==> src/rtl/debug_pkg.sv <==
// Shared definitions for the debug clock-gating control path: command opcodes,
// controller state encoding and the default step-count width.
package debug_pkg;

    localparam int DEF_STEP_W = 3;

    localparam logic [1:0] OP_RUN  = 2'b00;
    localparam logic [1:0] OP_HALT = 2'b01;
    localparam logic [1:0] OP_STEP = 2'b10;
    localparam logic [1:0] OP_RSVD = 2'b11;

    typedef enum logic [1:0] {
        ST_RUN    = 2'd0,
        ST_HALTED = 2'd1,
        ST_LOAD   = 2'd2,
        ST_STEP   = 2'd3
    } state_e;

endpackage

==> src/rtl/debug_step_ctrl.sv <==
// Command-driven run/halt/step controller feeding the debug clock gater.
// Optional retired-step counter enabled by defining DEBUG_STEP_CTRL_TOTAL_EN.
module debug_step_ctrl
    import debug_pkg::*;
#(
    parameter int STEP_W  = DEF_STEP_W,
    parameter int TOTAL_W = 16
) (
    input  logic               clk_in,
    input  logic               rst,
    input  logic               cmd_valid,
    output logic               cmd_ready,
    input  logic [1:0]         cmd_op,
    input  logic [STEP_W-1:0]  cmd_count,
    output logic               cmd_err,
    output logic               debug_en,
    output logic               stepinto_en,
    output logic [STEP_W-1:0]  stepvalue,
    output logic               busy,
    output logic               step_done,
    output logic [TOTAL_W-1:0] steps_total
);

    localparam logic [STEP_W:0] REM_ONE = {{STEP_W{1'b0}}, 1'b1};

    state_e            r_state;
    logic              r_cmd_ready;
    logic              r_cmd_err;
    logic              r_debug_en;
    logic              r_stepinto_en;
    logic [STEP_W-1:0] r_stepvalue;
    logic [STEP_W:0]   r_rem;
    logic              r_busy;
    logic              r_step_done;
    logic              w_step_fin;

    assign w_step_fin = (r_state == ST_STEP) && (r_rem == REM_ONE);

    // rem = N+1 so stepinto_en spans N+1 cycles, absorbing the gater's select lag.
    always_ff @(posedge clk_in) begin
        if (rst) begin
            r_state       <= ST_RUN;
            r_cmd_ready   <= 1'b1;
            r_cmd_err     <= 1'b0;
            r_debug_en    <= 1'b0;
            r_stepinto_en <= 1'b0;
            r_stepvalue   <= '0;
            r_rem         <= '0;
            r_busy        <= 1'b0;
            r_step_done   <= 1'b0;
        end else begin
            r_cmd_err   <= 1'b0;
            r_step_done <= 1'b0;
            case (r_state)
                ST_RUN, ST_HALTED: begin
                    if (cmd_valid) begin
                        case (cmd_op)
                            OP_RUN: begin
                                r_state    <= ST_RUN;
                                r_debug_en <= 1'b0;
                            end
                            OP_HALT: begin
                                r_state    <= ST_HALTED;
                                r_debug_en <= 1'b1;
                            end
                            OP_STEP: begin
                                if (r_state == ST_HALTED) begin
                                    r_state     <= ST_LOAD;
                                    r_stepvalue <= cmd_count;
                                    r_rem       <= {1'b0, cmd_count} + REM_ONE;
                                    r_busy      <= 1'b1;
                                    r_cmd_ready <= 1'b0;
                                end else begin
                                    r_cmd_err <= 1'b1;
                                end
                            end
                            default: r_cmd_err <= 1'b1;
                        endcase
                    end
                end
                ST_LOAD: begin
                    r_state       <= ST_STEP;
                    r_stepinto_en <= 1'b1;
                end
                ST_STEP: begin
                    r_rem <= r_rem - REM_ONE;
                    if (w_step_fin) begin
                        r_state       <= ST_HALTED;
                        r_stepinto_en <= 1'b0;
                        r_busy        <= 1'b0;
                        r_cmd_ready   <= 1'b1;
                        r_step_done   <= 1'b1;
                    end
                end
                default: begin
                    r_state       <= ST_RUN;
                    r_debug_en    <= 1'b0;
                    r_stepinto_en <= 1'b0;
                    r_busy        <= 1'b0;
                    r_cmd_ready   <= 1'b1;
                end
            endcase
        end
    end

`ifdef DEBUG_STEP_CTRL_TOTAL_EN
    localparam int SUM_W = ((TOTAL_W > STEP_W) ? TOTAL_W : STEP_W) + 1;

    logic [TOTAL_W-1:0] r_total;
    logic [SUM_W-1:0]   w_sum;

    assign w_sum = SUM_W'(r_total) + SUM_W'(r_stepvalue);

    // Saturating accumulate; never wraps back through zero.
    always_ff @(posedge clk_in) begin
        if (rst) begin
            r_total <= '0;
        end else if (w_step_fin) begin
            r_total <= (w_sum > SUM_W'({TOTAL_W{1'b1}})) ? {TOTAL_W{1'b1}} : w_sum[TOTAL_W-1:0];
        end
    end

    assign steps_total = r_total;
`else
    assign steps_total = '0;
`endif

    assign cmd_ready   = r_cmd_ready;
    assign cmd_err     = r_cmd_err;
    assign debug_en    = r_debug_en;
    assign stepinto_en = r_stepinto_en;
    assign stepvalue   = r_stepvalue;
    assign busy        = r_busy;
    assign step_done   = r_step_done;

endmodule

==> config.mk <==
export PLATFORM = sky130hd
export DESIGN_NAME = debug_step_ctrl
export DESIGN_NICKNAME = d
export VERILOG_FILES = /design/src/rtl/debug_pkg.sv /design/src/rtl/debug_step_ctrl.sv
export SDC_FILE = /design/constraint.sdc
export NUM_CORES = 1
export LEC_CHECK = 0
export CAP_MARGIN = 10
export CORE_MARGIN = 5
export CORE_UTILIZATION = 30
export DETAILED_ROUTE_END_ITERATION = 16
export PLACE_DENSITY = 0.59
export SLEW_MARGIN = 10
export SYNTH_ARGS = -nofsm -noshare
export SYNTH_HDL_FRONTEND = slang
export SYNTH_SLANG_ARGS = --single-unit
==> constraint.sdc <==
create_clock -name clk_in -period 3 [get_ports clk_in]
set_input_delay 0.6 -clock clk_in [delete_from_list [all_inputs] [get_ports clk_in]]
set_output_delay 0.6 -clock clk_in [all_outputs]
set_load 0.01 [all_outputs]
; Word-level counts from Yosys, hierarchy flattened
; Index checks and enable logic that the tools add are counted.
[word_totals]
inputBits = 8
output_inout_bits = 25
reg_bits = 15
word_cells = 66
[classes]
n_addsub = 2
eq_ne = 12
bitwise = 3
n_reduce_logical = 16
muxes = 24
[op_table]
columns = op, n
row1 = $mux W4, 3
row2 = $pmux W2 S3, 2
row3 = $reduce_and A4 Y1, 3
row4 = $mux W1, 10
row5 = $pmux W1 S2, 5
row6 = $pmux W4 S2, 1
row7 = $eq A2 B2 Y1 const B, 3
row8 = $mux W2, 3
row9 = $ne A2 B2 Y1 const B, 3
row10 = $reduce_bool A2 Y1, 3
row11 = $reduce_or A2 Y1, 3
row12 = $reduce_and A5 Y1, 1
row13 = $add A3 B1 Y4 const B, 1
row14 = $eq A2 B1 Y1 const B, 2
row15 = $eq A4 B1 Y1 const B, 1
row16 = $logic_not A2 Y1, 2
row17 = $ne A4 B1 Y1 const B, 1
row18 = $sub A4 B1 Y4 const B, 1
row19 = $ne A3 B3 Y1 const B, 1
row20 = $not A1 Y1, 3
row21 = $reduce_and A3 Y1, 1
row22 = $reduce_or A3 Y1, 1
row23 = $ne A2 B1 Y1 const B, 1
row24 = $reduce_and A2 Y1, 1
row25 = $logic_and A1 B1 Y1, 1

; Depth between registers and ports, before layout
; Gate-level depths: netlist of the first run.
[depth]
ltp_word = 5
depth_mapped = 5
depth_no_buf = 5

; Least setup slack after synthesis of the first run
; No wires, ideal clock.
[synth_timing]
kind = input -> register
start = in cmd_count[0]
end = reg r_rem[2]
path_stages = 4
arrival_time_ns = 1.225
required_time_ns = 2.905
setup_ns = 0.095
n_path_buf = 0
slack_ns = 1.680
cell_sequence = ha_1 -> xor2_1 -> o21ai_0 -> a221oi_1
[synth_via]
elab_chain_len = 5
[synth_lines]
columns = element, line
row1 = from (decl), debug_step_ctrl.sv:14  ; input logic [STEP_W-1:0] cmd_count,
row2 = $add A3 B1 Y4, debug_step_ctrl.sv:70  ; r_rem <= {1'b0, cmd_count} + REM_ONE;
row3 = $mux W4, debug_step_ctrl.sv:67  ; if (r_state == ST_HALTED) begin
row4 = $mux W4, debug_step_ctrl.sv:57  ; case (cmd_op)
row5 = $mux W4, debug_step_ctrl.sv:56  ; if (cmd_valid) begin
row6 = $pmux W4 S2, debug_step_ctrl.sv:54  ; case (r_state)
row7 = to (signal assigned), debug_step_ctrl.sv:70
row8 = to (signal assigned), debug_step_ctrl.sv:86  ; r_rem <= r_rem - REM_ONE;
row9 = to (decl), debug_step_ctrl.sv:32  ; logic [STEP_W:0] r_rem;
; No other way between the ends. The select of a mux whose other input is x is not followed.
; A chain may end at the register's enable or synchronous reset.

; Final worst setup path of the first run
[layout_timing]
start = reg r_debug_en (netlist: debug_en)
end = out debug_en
[layout_rtl]
columns = element, line
row1 = from (decl), debug_step_ctrl.sv:29  ; logic r_debug_en;
row2 = from (signal assigned), debug_step_ctrl.sv:45  ; r_debug_en <= 1'b0;
row3 = from (signal assigned), debug_step_ctrl.sv:60  ; r_debug_en <= 1'b0;
row4 = from (signal assigned), debug_step_ctrl.sv:64  ; r_debug_en <= 1'b1;
row5 = to (decl), debug_step_ctrl.sv:16  ; output logic debug_en,
; No word-level cell between the ends.

==> out/results.ini, run 1 <==
[placed_design]
gp_congestion=0.8001
port_buffers=16
post-dp-hpwl_um=1410
place_inst=144

[die]
die_h_um=64.03
rows=19
start_util_pct=31.49
coreArea_sq_um=2781
io_pins=33
dieArea_sq_um=4100
dieWidth_um=64.03

[route]
drtIter0Drc=15
final_antenna_net_count=0
wire_per_inst_um=11.99
dr.pass1.iters=4
num_vias=699
wl_um=1774
drcViolationCount=0
routed_via_density=4.723

[setup_path]
crit_family=buffers and inverters
critical_path.max_fanout=2
crit_type=flop to primary output
max_stage_delay_ps=550
crit_buf_inv=1
crit_start=debug_en
crit_path_start_kind=flop
path_cells=clkdlybuf4s50_1
critPathSlowestCell=clkdlybuf4s50_1
required_ps=2400
worst_setup_path_end_kind=primary output
r2r_start=r_rem[1]
arrival_ps=1160

[status]
status=finished clean

[sta]
fmax_mhz=567.1
worst_pin_slew_ps=605.6
clock_skew_ps=3.253
slew_violations=0
hold_violations=0
setup_tns_ps=0
setup_violations=0
rsz0062_at_grt=false
fin_crit_ps=1763
hold_slack_ps=481.0
slew_headroom_pct=59.50
post-route-period-util_pct=58.78

[cts]
clkTransAtPathRegs_ps=90
htreeDepth=1
ctsResizeCount=0
postCtsSetupBuffers=0
clk_latency_ps=280
tritoncts=done
cts_buffers=3
cts_max_path_buffers=2
cts.root.buffer_cell=clkbuf_4
cts_sinks=15
hold_buffers=0

[cells_and_area]
syn_to_final_growth_pct=15.71
diodes=0
layout-drive-gt1-share_pct=5.983
final_util_pct=36.44
layout.cells.non_filler=148
multi_input_area_sq_um=467.9
seqCellArea_sq_um=300.3
fillerInstances=302
nNetsFinal=129
final_cell_mix=conb_1, clkdlybuf4s50_1, dfxtp_1

[worst_hold_path]
hp-class=flop to flop
hp-start=stepinto_en

[yosys]
ys.warnings.count=0
synth_cells=103
syn_area_per_cell_sq_um=8.503
ys_seq_area_share_pct=34.29
ys_types=39
syn_area_sq_um=875.8
ys_seq_elements=15

[grt]
grt_overflow=0
antenna_found_initial=0
grt_max_degree=18
grt_pass1_wl_um=2822
grt_usage_pct=8.402
grt_pass1_vias=686

[pwr]
power.share.sequential_pct=55.1
power.internal_uw=275.9
clock_power_share_pct=30.4
power_density_nw_per_um2=372.9
combPwrFrac_pct=14.5
p_leak_uw=0.0003778
ir_worst_vdd_mv=0.2131
swShare_pct=26.97
power_switching_uw=101.9

[run]
maxCapViolCount=0

==> synth_stat cells <==
master | n | share of area [%]
o32ai_2 | 1 | 1.9
a21oi_1 | 8 | 4.6
and2b_1 | 1 | 0.86
mux2i_1 | 2 | 2.3
dfxtp_1 | 15 | 34
a221oi_1 | 1 | 1.0
nand4b_1 | 1 | 1.0
and3_1 | 1 | 0.71
o2111a_1 | 1 | 1.3
nor2b_1 | 1 | 0.71
o22a_1 | 1 | 1.0
and3b_1 | 1 | 1.0
nor2_1 | 3 | 1.3
a311oi_1 | 1 | 1.0
nand2_1 | 4 | 1.7
a22oi_1 | 1 | 0.86
nand3_1 | 4 | 2.3
o21bai_1 | 1 | 0.86
conb_1 | 1 | 0.43
buf_4 | 17 | 15
o32ai_1 | 1 | 1.0
nand2_2 | 1 | 0.71
and2_0 | 1 | 0.71
or3b_2 | 1 | 1.0
o22ai_1 | 1 | 0.71
clkbuf_1 | 2 | 0.86
ha_1 | 3 | 4.3
nand2b_1 | 4 | 2.9
nand3b_1 | 2 | 1.7
o21ai_0 | 7 | 4.0
inv_1 | 5 | 2.1
nor3_1 | 1 | 0.57
nand4_1 | 1 | 0.71
buf_2 | 2 | 1.1
or3_1 | 1 | 0.71
xor2_1 | 1 | 1.0
o21ai_1 | 1 | 0.57
a21o_1 | 1 | 0.86
nor3b_1 | 1 | 0.86
==> sequential cells by signal (all words and copies together), names as in the netlist <==
name	count
busy	1
cmd_err	1
cmd_ready	1
debug_en	1
r_rem	4
r_state	2
step_done	1
stepinto_en	1
stepvalue	3
==> worst register-to-register path, stage by stage, from the launching register on <==
cell,delay [ps]
dfxtp_1,310
inv_1,90
ha_1,140
or3b_2,510
o21ai_0,180
a21oi_1,80
==> kinds of logic (layout without fill, tap and decap cells) <==
logic type                 after synthesis  after routing  synth area share [%]
other                                    1             16                0.4282
buffers and inverters                   26             25                 18.71
and+or+nand+nor                         29             29                 19.43
DFF                                     15             15                 34.29
adders and majority gates                3              3                 4.286
AOI/OAI and AO/OA                       26             26                 19.57
xor gates and xnor gates                 1              1                 1.000
muxes                                    2              2                 2.286
==> path summary, 6_finish.rpt <==
check	end	slack, ps	depth (start not counted)
max reg2reg	busy	1570	5
min reg2reg	stepinto_en	480	2
max	debug_en	1240	1
min	stepinto_en	480	2
==> per-stage QoR <==
step	power (uW)	setup WS [ps]	area, sq um
3_5_place_dp	267.0	1039	985.9
6_report	377.9	1237	1013
5_1_grt	397.5	1171	1013
3_3_place_gp	266.5	1071	985.9
2_1_floorplan	261.3	1680	932.1
4_1_cts	383.3	1215	1013
==> layout make-up <==
class | count | share of cell area, %
Timing Repair Buffer | 16 | 15.80
Tap cell | 31 | 3.827
Multi-Input combinational cell | 77 | 46.17
Clock inverter | 1 | 0.4938
Clock buffer | 3 | 2.222
Inverter | 5 | 1.852
Sequential cell | 15 | 29.63
==> routing by layer <==
layer	vias to the layer above	GRT usage (%)	routed length [um]
li1	357	-	-
met1	317	9.245	725
met2	23	15.33	906
met3	2	2.102	129
met4	0	3.117	13
met5	-	0	0
==> power by group through the flow <==
stage                     sequential (uW)  clock, uW  combinational [uW]
after floorplan                       211          0                50.3
after global placement                213          0                53.7
after detailed placement              213          0                54.1
after CTS                             208        121                54.4
after global routing                  209        128                60.1
final                                 208        115                54.8
No activity file was read; power rests on OpenSTA's default activity.
==> run 2: changes to the inputs <==
Settings changed: PLACE_DENSITY 0.59 to 0.61.
Clock period 3 ns to 1.5 ns, I/O delays scaled along.
==> run 2 against run 1 <==
Combinational power rose by 140%. Final cell count increased by 7.4%. Final area up 9.4%. Count of clock-buffer cells in the layout unchanged. Die area unchanged. Non-clock buffer count is 11 higher. Global-route usage increased by 1.4 points. Worst setup slack worse by 1200 ps. Largest cell class unchanged.
==> out/results.ini, run 2 (synthesis gave the netlist of run 1 again) <==
[status]
status=finished clean

[route]
wl_um=1933  ; +9.0%
drtIter0Drc=10  ; -5
drcViolationCount=0  ; unchanged
final_antenna_net_count=0  ; unchanged
routed_via_density=4.836  ; +2.4%
wire_per_inst_um=12.16  ; +1.4%
num_vias=769  ; +10%
dr.pass1.iters=4  ; unchanged

[cts]
cts_buffers=3  ; unchanged
tritoncts=done
postCtsSetupBuffers=0  ; unchanged
cts.root.buffer_cell=clkbuf_4
clkTransAtPathRegs_ps=90  ; about the same
htreeDepth=1  ; unchanged
cts_max_path_buffers=2  ; unchanged
clk_latency_ps=280  ; about the same
cts_sinks=15  ; unchanged

[cells_and_area]
layout.cells.non_filler=159  ; +7.4%
largest_reg_flops=4  ; unchanged
seqCellArea_sq_um=300.3  ; unchanged
diodes=0  ; unchanged
final_util_pct=39.86  ; +3.4 points
nNetsFinal=140  ; +8.5%
syn_to_final_growth_pct=26.57
regMostFlops=r_rem
multi_input_area_sq_um=467.9  ; unchanged
layout-drive-gt1-share_pct=14.06  ; +8.1 points
mostFrequentLayoutCell=conb_1
fillerInstances=284  ; -6.0%
final_cell_mix=conb_1, dfxtp_1, clkdlybuf4s50_1, buf_4, a21oi_1

[setup_path]
crit_family=buffers and inverters
crit_buf_inv=1  ; unchanged
cp-endpoint=busy
critical_path.max_fanout=2  ; unchanged
worst_setup_path_end_kind=primary output
critPathSlowestCell=clkdlybuf4s50_1
reg2reg_depth=5  ; unchanged
crit_cells=1  ; unchanged
crit_type=flop to primary output
required_ps=1200  ; -1200 ps
reg2reg_setup_slack_ps=90  ; -1480 ps
r2r_start=r_rem[1]
crit_path_start_kind=flop
reg2reg_to=r_state[1]
crit_start=busy
arrival_ps=1150  ; about the same
path_cells=clkdlybuf4s50_1
max_stage_delay_ps=530  ; -20 ps

[sta]
hold_slack_ps=484.2  ; +3.185 ps
fmax_mhz=689.4
rsz0062_at_grt=false
finalWorstSetupSlack_ps=49.49  ; -1187 ps
slew_violations=0  ; unchanged
setup_tns_ps=0  ; unchanged
setup_violations=0  ; unchanged
clock_skew_ps=0.5690  ; -2.684 ps
fin_crit_ps=1451
post-route-period-util_pct=96.70
hold_violations=0  ; unchanged

[grt]
grt_overflow=0  ; unchanged
grt_pass1_wl_um=3263  ; +16%
grt_pass1_vias=755  ; +10%
grt_usage_pct=9.809  ; +1.4 points
antenna_found_initial=0  ; unchanged
grt_max_degree=10  ; -8

[placed_design]
place_inst=155  ; +7.6%
place_ws_ps=-137.1  ; -1176 ps
post-dp-hpwl_um=1588  ; +13%
port_buffers=16  ; unchanged
gp_congestion=0.8646  ; +8.1%

[die]
coreArea_sq_um=2781  ; unchanged
io_pins=33  ; unchanged
dieWidth_um=64.03  ; unchanged
start_util_pct=31.49  ; unchanged
dieArea_sq_um=4100  ; unchanged
die_h_um=64.03  ; unchanged
rows=19  ; unchanged

[pwr]
p_leak_uw=0.0005222  ; +38%
ir_worst_vdd_mv=0.6405  ; +200%
power_density_nw_per_um2=698.4  ; +87%

[run]
maxCapViolCount=0  ; unchanged

[worst_hold_path]
hp-class=flop to flop

## run 2: where the power goes
group	switching (uW)	total, uW	internal (uW)
Clock	131	230	99.1
Combinational	69.5	130	60.5
Sequential	7.99	415	407
## run 2: routing by layer
| layer | track usage [%] | part of all wire, % | vias up |
|---|---|---|---|
| li1 | - | - | 379 |
| met1 | 11.05 | 42 | 367 |
| met2 | 16.46 | 51 | 18 |
| met3 | 2.977 | 4.9 | 5 |
| met4 | 5.195 | 1.9 | 0 |
| met5 | 0 | 0 | - |
## run 2: stage by stage
stage	instance area (sq um)	power (uW)
final	1109	774.2
after detailed placement	1069	553.5
after global placement	1069	551.9
after global routing	1109	815.7
after CTS	1096	780.0
after floorplan	932.1	522.5
## run 2: area by class of cell
type,instances,share of cell area [%]
multi-input cells,77,42.21
well taps,31,3.499
flip-flops and latches,15,27.09
repair buffers,27,23.02
clock inverters,1,0.4515
clock buffers,3,2.032
inverters,5,1.693
## run 2: what timing repair did
action | 4_1_cts | 5_1_grt
gates resized for setup | 0 | 5
endpoints found under the setup margin | 0 | 5
hold buffers | 0 | 0
## run 2: worst min-delay path by stage
| stage | startpoint | to | slack (ps) | cells after the start |
|---|---|---|---|---|
| finish | busy | busy | 480 | 2 |
| global route | stepvalue[0] | stepvalue[0] | 510 | 2 |
| CTS | stepvalue[0] | stepvalue[0] | 490 | 2 |
| detailed placement | stepinto_en | stepinto_en | 470 | 2 |
| global placement | stepinto_en | stepinto_en | 460 | 2 |
| floorplan | cmd_op[0] | debug_en | 450 | 2 |
## run 2: tightest hold or removal path: cells and delay by family (launching register included)
family	cells	cell delay, ps
AO/OA/AOI/OAI	2	130
flip-flops	1	320
